[src/rtl/navre_simctl.sv]
// navre_simctl: simulation / board-test controller on the navre I/O bus.
//
// Register window at io_base (offsets):
//   0 EXIT     W: latch exit code and set end_of_test (first write wins)  R: exit_code
//   1 CONSOLE  W: push byte into console FIFO  R: {5'b0, overflow, full, empty}
//   2/3/4      R: cycle count byte 0 (snapshots bytes 1/2), snapshot byte 1, snapshot byte 2
//   5 WDT      W: clear watchdog counter  R: {7'b0, timeout}
//   6+k        R: general-purpose input byte k
//
// Ports:
//   sys_clk, sys_rst         clock, asynchronous active-high reset
//   io_re, io_we, io_a,      CPU I/O bus strobes, address, write data
//   io_di, io_do             registered read data (valid the cycle after io_re)
//   gpi                      n_inputs general-purpose input bytes
//   end_of_test, test_pass,  sticky done flag, pass decode (exit_code == FE),
//   exit_code, timeout       latched exit value, sticky watchdog flag
//   con_valid, con_data,     console FIFO head (valid/data) and consumer pop
//   con_ready
module navre_simctl #(
   parameter logic [5:0]  io_base   = 6'h00,
   parameter int unsigned n_inputs  = 2,
   parameter int unsigned fifo_aw   = 4,
   parameter int unsigned wdt_width = 20
) (
   input  logic                  sys_clk,
   input  logic                  sys_rst,
   input  logic                  io_re,
   input  logic                  io_we,
   input  logic [5:0]            io_a,
   input  logic [7:0]            io_di,
   output logic [7:0]            io_do,
   input  logic [8*n_inputs-1:0] gpi,
   output logic                  end_of_test,
   output logic                  test_pass,
   output logic [7:0]            exit_code,
   output logic                  timeout,
   output logic                  con_valid,
   output logic [7:0]            con_data,
   input  logic                  con_ready
);

   localparam int unsigned Depth    = 1 << fifo_aw;
   localparam logic [5:0]  last_off = 6'(5 + n_inputs);

   // Address decode
   logic [5:0] off;
   logic       hit, rd, wr_exit, wr_con, kick, rd_status, rd_cyc_lo;

   assign off       = io_a - io_base;
   assign hit       = (off <= last_off);
   assign rd        = io_re & hit;
   assign wr_exit   = io_we & hit & (off == 6'd0);
   assign wr_con    = io_we & hit & (off == 6'd1);
   assign kick      = io_we & hit & (off == 6'd5);
   assign rd_status = rd & (off == 6'd1);
   assign rd_cyc_lo = rd & (off == 6'd2);

   // Console FIFO
   logic [7:0]         mem [Depth];
   logic [fifo_aw-1:0] wptr_q, rptr_q;
   logic [fifo_aw:0]   count_q, count_d;
   logic               overflow_q, overflow_d;
   logic               full, empty, pop, push_ok;

   assign full      = (count_q == (fifo_aw+1)'(Depth));
   assign empty     = (count_q == '0);
   assign con_valid = !empty;
   assign con_data  = mem[rptr_q];
   assign pop       = con_valid & con_ready;
   // A pop in the same cycle frees the slot the push needs.
   assign push_ok   = wr_con & (!full | pop);

   always_comb begin
      count_d = count_q;
      if (push_ok && !pop)      count_d = count_q + 1'b1;
      else if (!push_ok && pop) count_d = count_q - 1'b1;
      // A dropped byte outranks a same-cycle status read clearing the flag.
      overflow_d = overflow_q;
      if (wr_con && !push_ok) overflow_d = 1'b1;
      else if (rd_status)     overflow_d = 1'b0;
   end

   always_ff @(posedge sys_clk) begin
      if (push_ok) mem[wptr_q] <= io_di;
   end

   // Exit code and watchdog
   logic [wdt_width-1:0] wdt_q, wdt_d;
   logic                 eot_d, timeout_d, pass_d;
   logic [7:0]           exit_d;

   always_comb begin
      eot_d     = end_of_test;
      exit_d    = exit_code;
      timeout_d = timeout;
      wdt_d     = wdt_q;
      if (kick) begin
         wdt_d = '0;
      end else if (!end_of_test) begin
         if (wdt_q == '1) begin
            timeout_d = 1'b1;
            eot_d     = 1'b1;
            exit_d    = 8'hEE;
         end else begin
            wdt_d = wdt_q + 1'b1;
         end
      end
      // A CPU exit write on the terminal-count cycle takes precedence over the timeout.
      if (wr_exit && !end_of_test) begin
         eot_d     = 1'b1;
         exit_d    = io_di;
         timeout_d = 1'b0;
      end
      pass_d = eot_d & (exit_d == 8'hFE);
   end

   // Cycle counter and read mux
   logic [23:0] cyc_q;
   logic [15:0] snap_q;
   logic [7:0]  rd_data;

   always_comb begin
      rd_data = 8'h00;
      case (off)
         6'd0:    rd_data = exit_code;
         6'd1:    rd_data = {5'b0, overflow_q, full, empty};
         6'd2:    rd_data = cyc_q[7:0];
         6'd3:    rd_data = snap_q[7:0];
         6'd4:    rd_data = snap_q[15:8];
         6'd5:    rd_data = {7'b0, timeout};
         default: begin
            for (int k = 0; k < n_inputs; k++) begin
               if (off == 6'(6 + k)) rd_data = gpi[8*k +: 8];
            end
         end
      endcase
   end

   always_ff @(posedge sys_clk or posedge sys_rst) begin
      if (sys_rst) begin
         io_do       <= 8'h00;
         end_of_test <= 1'b0;
         test_pass   <= 1'b0;
         exit_code   <= 8'h00;
         timeout     <= 1'b0;
         wdt_q       <= '0;
         cyc_q       <= '0;
         snap_q      <= '0;
         wptr_q      <= '0;
         rptr_q      <= '0;
         count_q     <= '0;
         overflow_q  <= 1'b0;
      end else begin
         if (rd)        io_do  <= rd_data;
         if (rd_cyc_lo) snap_q <= cyc_q[23:8];
         end_of_test <= eot_d;
         test_pass   <= pass_d;
         exit_code   <= exit_d;
         timeout     <= timeout_d;
         wdt_q       <= wdt_d;
         cyc_q       <= cyc_q + 24'd1;
         if (push_ok) wptr_q <= wptr_q + fifo_aw'(1);
         if (pop)     rptr_q <= rptr_q + fifo_aw'(1);
         count_q     <= count_d;
         overflow_q  <= overflow_d;
      end
   end

endmodule
[config.mk]
export PLATFORM = sky130hd
export DESIGN_NAME = navre_simctl
export DESIGN_NICKNAME = d
export VERILOG_FILES = /design/src/rtl/navre_simctl.sv
export SDC_FILE = /design/constraint.sdc
export NUM_CORES = 1
export LEC_CHECK = 0
export CORE_ASPECT_RATIO = 1.25
export CORE_UTILIZATION = 40
export CTS_CLUSTER_DIAMETER = 150
export DETAILED_ROUTE_END_ITERATION = 6
export GPL_TIMING_DRIVEN = 0
export PLACE_DENSITY = 0.69
export SLEW_MARGIN = 40
export SYNTH_ARGS = -nofsm -noshare
export SYNTH_HDL_FRONTEND = slang
export SYNTH_SLANG_ARGS = --single-unit
[constraint.sdc]
create_clock -name sys_clk -period 4.5 [get_ports sys_clk]
set_clock_uncertainty 0.1 [all_clocks]
set_input_delay 0.9 -clock sys_clk [delete_from_list [all_inputs] [get_ports sys_clk]]
set_output_delay 0.9 -clock sys_clk [all_outputs]
set_load 0.02 [all_outputs]
======== After elaboration in Yosys (flattened, before gate mapping) ========
Memories as Yosys holds them, arrays and structs flattened.
Cells that the tools add are included.
word-level totals
  memories kept ........................... 1
  word-level logic and storage cells ...... 85
  register bits after elaboration ......... 93
  input bits .............................. 35
  RAM bits ................................ 128
  output and inout port bits .............. 28
memory list
  name  depth  bits a word  read ports  clocked after Yosys merged registers in  write ports  RTL line  source
  mem   16     8            1           0                                        1            59        logic [7:0] mem [Depth];
cells by class
  order comparisons ....................... 1
  muxes and demuxes ....................... 24
  $add $sub $neg .......................... 6
  bitwise operators ....................... 11
  reductions and logical operators ........ 16
  eq/ne operators ......................... 14
operator list
  cell                   count
  $mux 20                3
  $mux 8                 6
  $pmux 8 s6             1
  $add 24x1->24 const B  1
  $eq 6x3->1 const B     4
  $add 20x1->20 const B  1
  $eq 20x20->1 const B   1
  $eq 6x2->1 const B     2
  $mux 1                 12
  $and 1x1->1            10
  $mux 5                 2
  $add 4x1->4 const B    2
  $eq 8x8->1 const B     1
  $eq 6x1->1 const B     1
  $le 6x3->1 const B     1
  $logic_not 6->1        1
  $ne 2x1->1 const B     3
  $reduce_bool 2->1      3
  $add 5x1->5 const B    1
  $eq 5x5->1 const B     1
  $logic_not 1->1        5
  $logic_not 5->1        1
  $sub 5x1->5 const B    1
  $logic_and 1x1->1      4
  other kinds (4)        4

======== Longest topological paths before layout ========
Gate-level depths: netlist (run 1).
  depth after elaboration ................. 9
  depth in mapped cells ................... 13
  gate-level depth less buffers ........... 11

======== Worst setup path before layout (run 1) ========
OpenSTA, ideal clock, no wires.
  kind .................................... input to register
  from .................................... in io_a[3]
  to ...................................... reg count_q[4]
  data arrival time ....................... 3.346 ns
  stages on the path ...................... 13
  buffers on the path ..................... 2
  slack ................................... 0.929 ns
  data required time ...................... 4.275 ns
  setup time .............................. 0.125 ns
  cell sequence ........................... or3_1 > buf_6 > nor4b_4 > o211a_1 > buf_2 > ha_1 > inv_1 > fa_1 > a21o_1 > a21oi_1 > xnor2_1 > nor2_1 > xor2_1
between the ends
  word-level cells in the longest chain between the ends .. 7
  elaborated cells between the ends (all ways) .. 10
  classes of those cells .................. order compare: 1; eq/ne: 1; mux: 1; bitwise: 3; reduce/logical: 4
RTL lines
  what                         RTL line  source
  start, declared              29        input logic [5:0] io_a,
  $le 6x3->1                   50        assign hit = (off <= last_off);
  $and 1x1->1                  53        assign wr_con = io_we & hit & (off == 6'd1);
  $and 1x1->1 (*)              53
  $and 1x1->1 (*)              71        assign push_ok = wr_con & (!full | pop);
  net push_ok                  63        logic full, empty, pop, push_ok;
  $logic_not 1->1              76        else if (!push_ok && pop) count_d = count_q - 1'b1;
  $logic_and 1x1->1            76
  $reduce_bool 2->1 (no line)  -
  end signal, assigned         164       count_q <= count_d;
  end, declared                61        logic [fifo_aw:0] count_q, count_d;
The timed path passes the listed nets; every way through them passes the cells marked *.
A chain may end at the register's enable or synchronous reset.

======== Worst setup path in the final report (run 1) ========
  from .................................... reg rptr_q[1]
  to ...................................... out con_data[3]
between the ends
  word-level cells in the longest chain between the ends .. 1
RTL lines
  what                    RTL line  source
  start, declared         60        logic [fifo_aw-1:0] wptr_q, rptr_q;
  start signal, assigned  163       if (pop) rptr_q <= rptr_q + fifo_aw'(1);
  $mem_v2 16x8            -
  end, declared           38        output logic [7:0] con_data,
No other way between the ends.

==> impl_metrics.yaml, run 1 <==
global_route:
  antenna_found_initial: 1
  overflow: 0
  track_usage_pct: 17.2
  grt_pass1_vias: 5866
  grt_pass1_wl_mm: 32.3
  grt_max_degree: 64
clocking:
  cts_buffers: 24
  post_cts_resized: 1
  hold_buffers: 0
  clock_sinks: 221
  root_buffer: "clkbuf_16"
  cts.htree.levels: 1
  cts_tree: "done"
  cts_setup_buffers: 0
  worstSkewPairLatency_ns: 0.51
  clk_pin_slew_ns: 0.06
  ctsLongestPathBuffers: 3
timing:
  slew_violations: 0
  tns_ns: 0
  post-route-period-util_pct: 97.7
  fmax_mhz: 227
  maxSlewHeadroom_pct: 44.1
  worst_slack_ns: 0.104
  hold_violations: 0
  grt_setup_unrepaired: "no"
  setup_violations: 0
  period_minus_slack_ns: 4.40
  worst-slew-pin-transition_ns: 0.836
status:
  outcome: "finished clean"
layout:
  nets: 772
  fillCellCount: 2011
  n_antenna_cell: 0
  fin_util_pct: 49.2
  final_layout_size_suffix_gt1_share_pct: 17.8
  area.growth.synth_to_final_pct: 19.5
  fin_cells: 1031
power:
  share_seq_of_total_power_pct: 40.6
  irDropWorstVdd_mv: 0.270
  power_density_nw_per_um2: 503
  swShare_pct: 27.4
  intPower_mw: 4.18
  total_leakage_power_nw: 4.22
  switching_power_mw: 1.58
  pwr-share-clk_pct: 35.2
  p_comb_share_pct: 24.3
die:
  core_area_um2: 23300
  start_util_pct: 41.2
  row_count: 62
  die_x_um: 140
  fp.dieH_um: 175
  die-area_um2: 24600
  ios: 63
route:
  antenna_left: 0
  drt_pre_antenna_iters: 5
  drt-wirelength-per-cell_um: 19.7
  vias_per_cell: 5.47
  drc: 0
  route.vias.total: 5640
  routed_wl_mm: 20.3
  drt_iter0_drc: 345
placement:
  dp_cells: 987
  dp_slack_ns: 0.258
  dp_hpwl_mm: 14.0
  gp_congestion: 0.768
  portBuffers: 61
logic_synthesis:
  post-synth-top-count-cell: "edfxtp_1"
  synthArstFlopShare_pct: 42.1
  muxShareOfSynthArea_pct: 13.8
  ys_ff_latch: 221
  synth_compound_area_share_pct: 5.45
  synth-xor-area-share_pct: 4.11
  synthSimpleGateAreaFrac_pct: 8.85
  yosysWarnings: 0
  synthTopCellsByArea: "edfxtp_1 40%, dfrtp_1 24%, mux4_2 9.4%"
  netlist_instances: 637
  netlist_area_um2: 9580
  synth_edf_count: 128
  synth_area_per_cell_um2: 15.0
  syn-num-nets: 684
  synth_top_family_by_area: "multiplexers"
  ys.flop_type: "edfxtp_1"
  synth_common_cells: "128 x edfxtp_1, 93 x dfrtp_1, 40 x mux4_2"
  yosys.area_share.adder_pct: 1.65
  synth_top_area_share_pct: 40.1
  synth_seq_area_share_pct: 64.4
  synthDistinctLibCells: 56
  yosys.area.top_type: "edfxtp_1"
critical_path:
  start_kind: "flop"
  path_delay_family: "buffers and inverters"
  endpoint_kind: "primary output"
  path_cells: "clkbuf_1 > clkbuf_1 > mux4_2 > mux4_2 > clkdlybuf4s50_1"
  crit_fanout: 10
  worstPathBufferInverterCount: 3
  critPathMaxStageDelay_ns: 0.57
  critPathSlowestCell: "clkbuf_1"
  cp.required_ns: 3.50
  worst-setup-path-type: "flop to primary output"
  crit_arrival_ns: 3.40
run:
  drv_cap: 0
worst_hold_path:
  hp-class: "flop to flop"
==> path summary, 6_finish.rpt <==
check / startpoint / to / slack (ns) / cells after the start
worst min register to register: cyc_q[23]$_DFF_PP0_ / cyc_q[23]$_DFF_PP0_ / 0.37 / 1
worst max-delay path: rptr_q[1]$_DFFE_PP0P_ / con_data[3] / 0.10 / 5
max in group asynchronous: sys_rst / cyc_q[10]$_DFF_PP0_ / 3.09 / 3
worst min-delay path: cyc_q[23]$_DFF_PP0_ / cyc_q[23]$_DFF_PP0_ / 0.37 / 1
worst max register to register: count_q[0]$_DFFE_PP0P_ / count_q[4]$_DFFE_PP0P_ / 1.34 / 11
min in group asynchronous: sys_rst / test_pass$_DFF_PP0_ / 0.64 / 2
==> placed cells by master, fill, tap and decap left out, drive strengths merged, types with 11 or more instances in the layout <==
master,Yosys,routed
nand4,14,14
a21oi,14,14
xnor2,32,32
buf,10,11
xor2,13,13
clkdlybuf4s50,0,61
mux4,40,40
nand3,24,24
dfrtp,93,93
ha,11,11
edfxtp,128,128
nor2,39,39
o21ai,31,31
mux2,30,30
nand2,35,35
clkbuf,21,49
==> state kept, by name, indices dropped and copies added (netlist names) <==
| register | count |
|---|---|
| mem | 128 |
| rptr_q | 4 |
| exit_code | 8 |
| end_of_test | 1 |
| io_do | 8 |
| wptr_q | 4 |
| count_q | 5 |
| wdt_q | 20 |
| test_pass | 1 |
| timeout | 1 |
| snap_q | 16 |
| overflow_q | 1 |
| cyc_q | 24 |
==> power groups by stage <==
stage               sequential (mW)  combinational [mW]  clock (mW)
finish                         2.34                1.40        2.03
global placement               2.37                1.39           0
global route                   2.35                1.50        2.14
detailed placement             2.37                1.41           0
CTS                            2.34                1.42        2.06
floorplan                      2.37               0.932           0
==> per-layer routing <==
metal	vias up	global-route usage (%)	wire length, um
li1	2606	-	-
met2	144	29.6	10300
met3	36	2.88	1040
met5	-	0	13
met4	2	5.27	432
met1	2852	22.1	8600
==> per-stage QoR <==
| step | cell area (um^2) | hold slack (ns) | power, mW |
|---|---|---|---|
| floorplan | 9580 | 0.336 | 3.31 |
| global placement | 10600 | 0.361 | 3.76 |
| detailed placement | 10600 | 0.366 | 3.78 |
| CTS | 11400 | 0.374 | 5.81 |
| global route | 11400 | 0.411 | 5.99 |
| finish | 11400 | 0.370 | 5.76 |
==> cells by family (layout without fill, tap and decap cells) <==
| logic type | Yosys count | count (layout) |
|---|---|---|
| fa+ha+maj | 12 | 12 |
| simple gates | 161 | 161 |
| flops | 221 | 221 |
| mux | 78 | 78 |
| xor+xnor | 45 | 45 |
| buf+inv | 40 | 146 |
| compound gates | 80 | 80 |
==> cell type report <==
cell class	instances	area [um^2]	area share, %
Clock inverter	16	200	1.75
Multi-Input combinational cell	376	3270	28.6
Inverter	9	41.3	0.361
Clock buffer	28	626	5.47
Tap cell	288	360	3.15
Sequential cell	221	6170	53.9
Buffer	31	139	1.21
Timing Repair Buffer	62	638	5.57
Power figures use the tool's default switching activity.
==> run 2: changes to the inputs <==
--- a/config.mk
+++ b/config.mk
@@ -5,12 +5,14 @@
 export SDC_FILE = /design/constraint.sdc
 export NUM_CORES = 1
 export LEC_CHECK = 0
+export CELL_PAD_IN_SITES_DETAIL_PLACEMENT = 2
+export CELL_PAD_IN_SITES_GLOBAL_PLACEMENT = 2
 export CORE_ASPECT_RATIO = 1.25
 export CORE_UTILIZATION = 40
 export CTS_CLUSTER_DIAMETER = 150
 export DETAILED_ROUTE_END_ITERATION = 6
 export GPL_TIMING_DRIVEN = 0
-export PLACE_DENSITY = 0.69
+export PLACE_DENSITY = 0.86
 export SLEW_MARGIN = 40
 export SYNTH_ARGS = -nofsm -noshare
 export SYNTH_HDL_FRONTEND = slang
==> run 2 against run 1 <==
Global-route usage up 7.2 points. Wire length up 41%. Cell count unchanged. Cell area down 0.32%. Via count up 5.9%. Clock-buffer cell count up 4. Worst setup slack worse by 0.010 ns. Fmax down 0.23%. Critical path depth unchanged. Hold slack better by 0.017 ns. Critical path type unchanged. Largest cell class unchanged.
==> impl_metrics.yaml, run 2 (same netlist as run 1, synthesis figures left out) <==
timing:
  grt_setup_unrepaired: "no"
  slew_violations: 0
  worst-slew-pin-transition_ns: 0.868
  hold_violations: 0
  fmax_mhz: 227
  worst_slack_ns: 0.0936
  tns_ns: 0
  setup_violations: 0
  maxSlewHeadroom_pct: 41.9
  post-route-period-util_pct: 97.9
  period_minus_slack_ns: 4.41
layout:
  area.growth.synth_to_final_pct: 19.1
  fin_util_pct: 49.0
  top_register: "mem"
  nets: 772
  layout_common_cells: "128 x edfxtp_1, 93 x dfrtp_1, 56 x clkdlybuf4s50_1"
  reg.largest.list: "mem x128, cyc_q x24, wdt_q x20"
  n_antenna_cell: 0
  layout_commonest_cell: "edfxtp_1"
  final_layout_size_suffix_gt1_share_pct: 19.1
  largest_reg_flops: 128
die:
  ios: 63
  row_count: 62
  die-area_um2: 24600
  core_area_um2: 23300
  start_util_pct: 41.2
  fp.dieH_um: 175
  die_x_um: 140
route:
  antenna_left: 0
  drc: 0
  route.vias.total: 5975
  drt_iter0_drc: 306
  drt_pre_antenna_iters: 5
  vias_per_cell: 5.80
  drt-wirelength-per-cell_um: 27.9
  routed_wl_mm: 28.7
power:
  p_comb_share_pct: 25.2
  p_total_mw: 5.85
  power_density_nw_per_um2: 513
  intPower_mw: 4.14
  total_leakage_power_nw: 4.23
  share_seq_of_total_power_pct: 40.2
  pwr-share-clk_pct: 34.6
  switching_power_mw: 1.71
  swShare_pct: 29.3
  irDropWorstVdd_mv: 0.321
clocking:
  cts.htree.levels: 1
  worstSkewPairLatency_ns: 0.52
  hold_buffers: 0
  ctsLongestPathBuffers: 3
  clk_pin_slew_ns: 0.07
  cts_tree: "done"
  clock_sinks: 221
  root_buffer: "clkbuf_16"
  cts_buffers: 24
global_route:
  track_usage_pct: 24.4
  grt_max_degree: 49
  overflow: 0
  antenna_found_initial: 0
  grt_pass1_wl_mm: 44.1
  grt_pass1_vias: 6989
critical_path:
  crit_fanout: 10
  crit_arrival_ns: 3.41
  cp-startpoint: "rptr_q[1]$_DFFE_PP0P_"
  reg2reg_depth: 11
  rrSetupSlack_ns: 1.08
  worst-setup-path-type: "flop to primary output"
  endpoint_kind: "primary output"
  start_kind: "flop"
  critPathSlowestCell: "clkdlybuf4s50_1"
  critPathMostFrequentCell: "mux4_2"
  r2r-end: "count_q[4]$_DFFE_PP0P_"
  critPathMaxStageDelay_ns: 0.55
  worstSetupEndpoint: "con_data[3]"
  cp.required_ns: 3.50
  path_cells: "clkbuf_1 > buf_1 > mux4_2 > mux4_2 > clkdlybuf4s50_1"
  regToRegStartpoint: "count_q[0]$_DFFE_PP0P_"
run:
  drv_cap: 0
placement:
  dp_hpwl_mm: 19.8
  portBuffers: 61
  dp_slack_ns: 0.132
  gp_congestion: 0.787
worst_hold_path:
  min-delay-start: "cyc_q[0]$_DFF_PP0_"
  hp-class: "flop to flop"
status:
  outcome: "finished clean"
-- run 2: cell types whose count changed in the layout (fill, tap and decap cells not counted), sizes merged --
cell / delta
buf: +6
bufinv: -2
clkbuf: +3
clkdlybuf4s50: -5
clkinv: +1
clkinvlp: -3
-- run 2: metrics by stage --
stage	std cells	hold slack (ns)	instance area, um^2
finish	1031	0.387	11400
global route	1031	0.407	11400
CTS	1031	0.385	11400
detailed placement	987	0.370	10600
global placement	986	0.364	10600
floorplan	637	0.336	9580
-- run 2: routing by layer --
| metal | vias to the layer above | GRT usage, % | wire length, um |
|---|---|---|---|
| li1 | 2606 | - | - |
| met1 | 3186 | 27.7 | 11100 |
| met2 | 130 | 47.2 | 16100 |
| met3 | 53 | 2.38 | 683 |
| met4 | 0 | 8.33 | 863 |
| met5 | - | 0 | 0 |
-- run 2: worst min path at each step --
stage                                 to  slack [ns]  cells after the start
CTS                   cyc_q[0]$_DFF_PP0_        0.38                      1
global route        wdt_q[9]$_DFFE_PP0P_        0.41                      1
finish                cyc_q[0]$_DFF_PP0_        0.39                      1
floorplan             cyc_q[0]$_DFF_PP0_        0.34                      1
global placement     cyc_q[23]$_DFF_PP0_        0.36                      1
detailed placement  wdt_q[9]$_DFFE_PP0P_        0.37                      1
-- run 2: final cells by class --
class	count	area [um^2]
buffer	31	140
sequential	221	6170
tap	288	360
timing repair buffer	62	613
clock inverter	12	118
inverter	9	38.8
multi-input combinational	376	3290
fill	2208	11900
clock buffer	32	682
-- run 2: repair_timing --
item                                    CTS  global route
gates resized for setup                   1             3
endpoints found under the setup margin    6             5
cloned                                    0             0
buffers inserted                          0             0
-- run 2: worst max-delay path, delay by kind of cell, from the launching register on --
kind / cells / cell delay (ns)
buffers and inverters: 3 / 1.54
DFF: 1 / 0.40
muxes: 2 / 0.94
-- run 2: power by group through the flow --
stage               Combinational, mW  Clock (mW)  Sequential (mW)
finish                           1.48        2.02             2.35
global route                     1.58        2.10             2.37
CTS                              1.50        2.04             2.35
detailed placement               1.48           0             2.39
global placement                 1.39           0             2.37
floorplan                       0.932           0             2.37
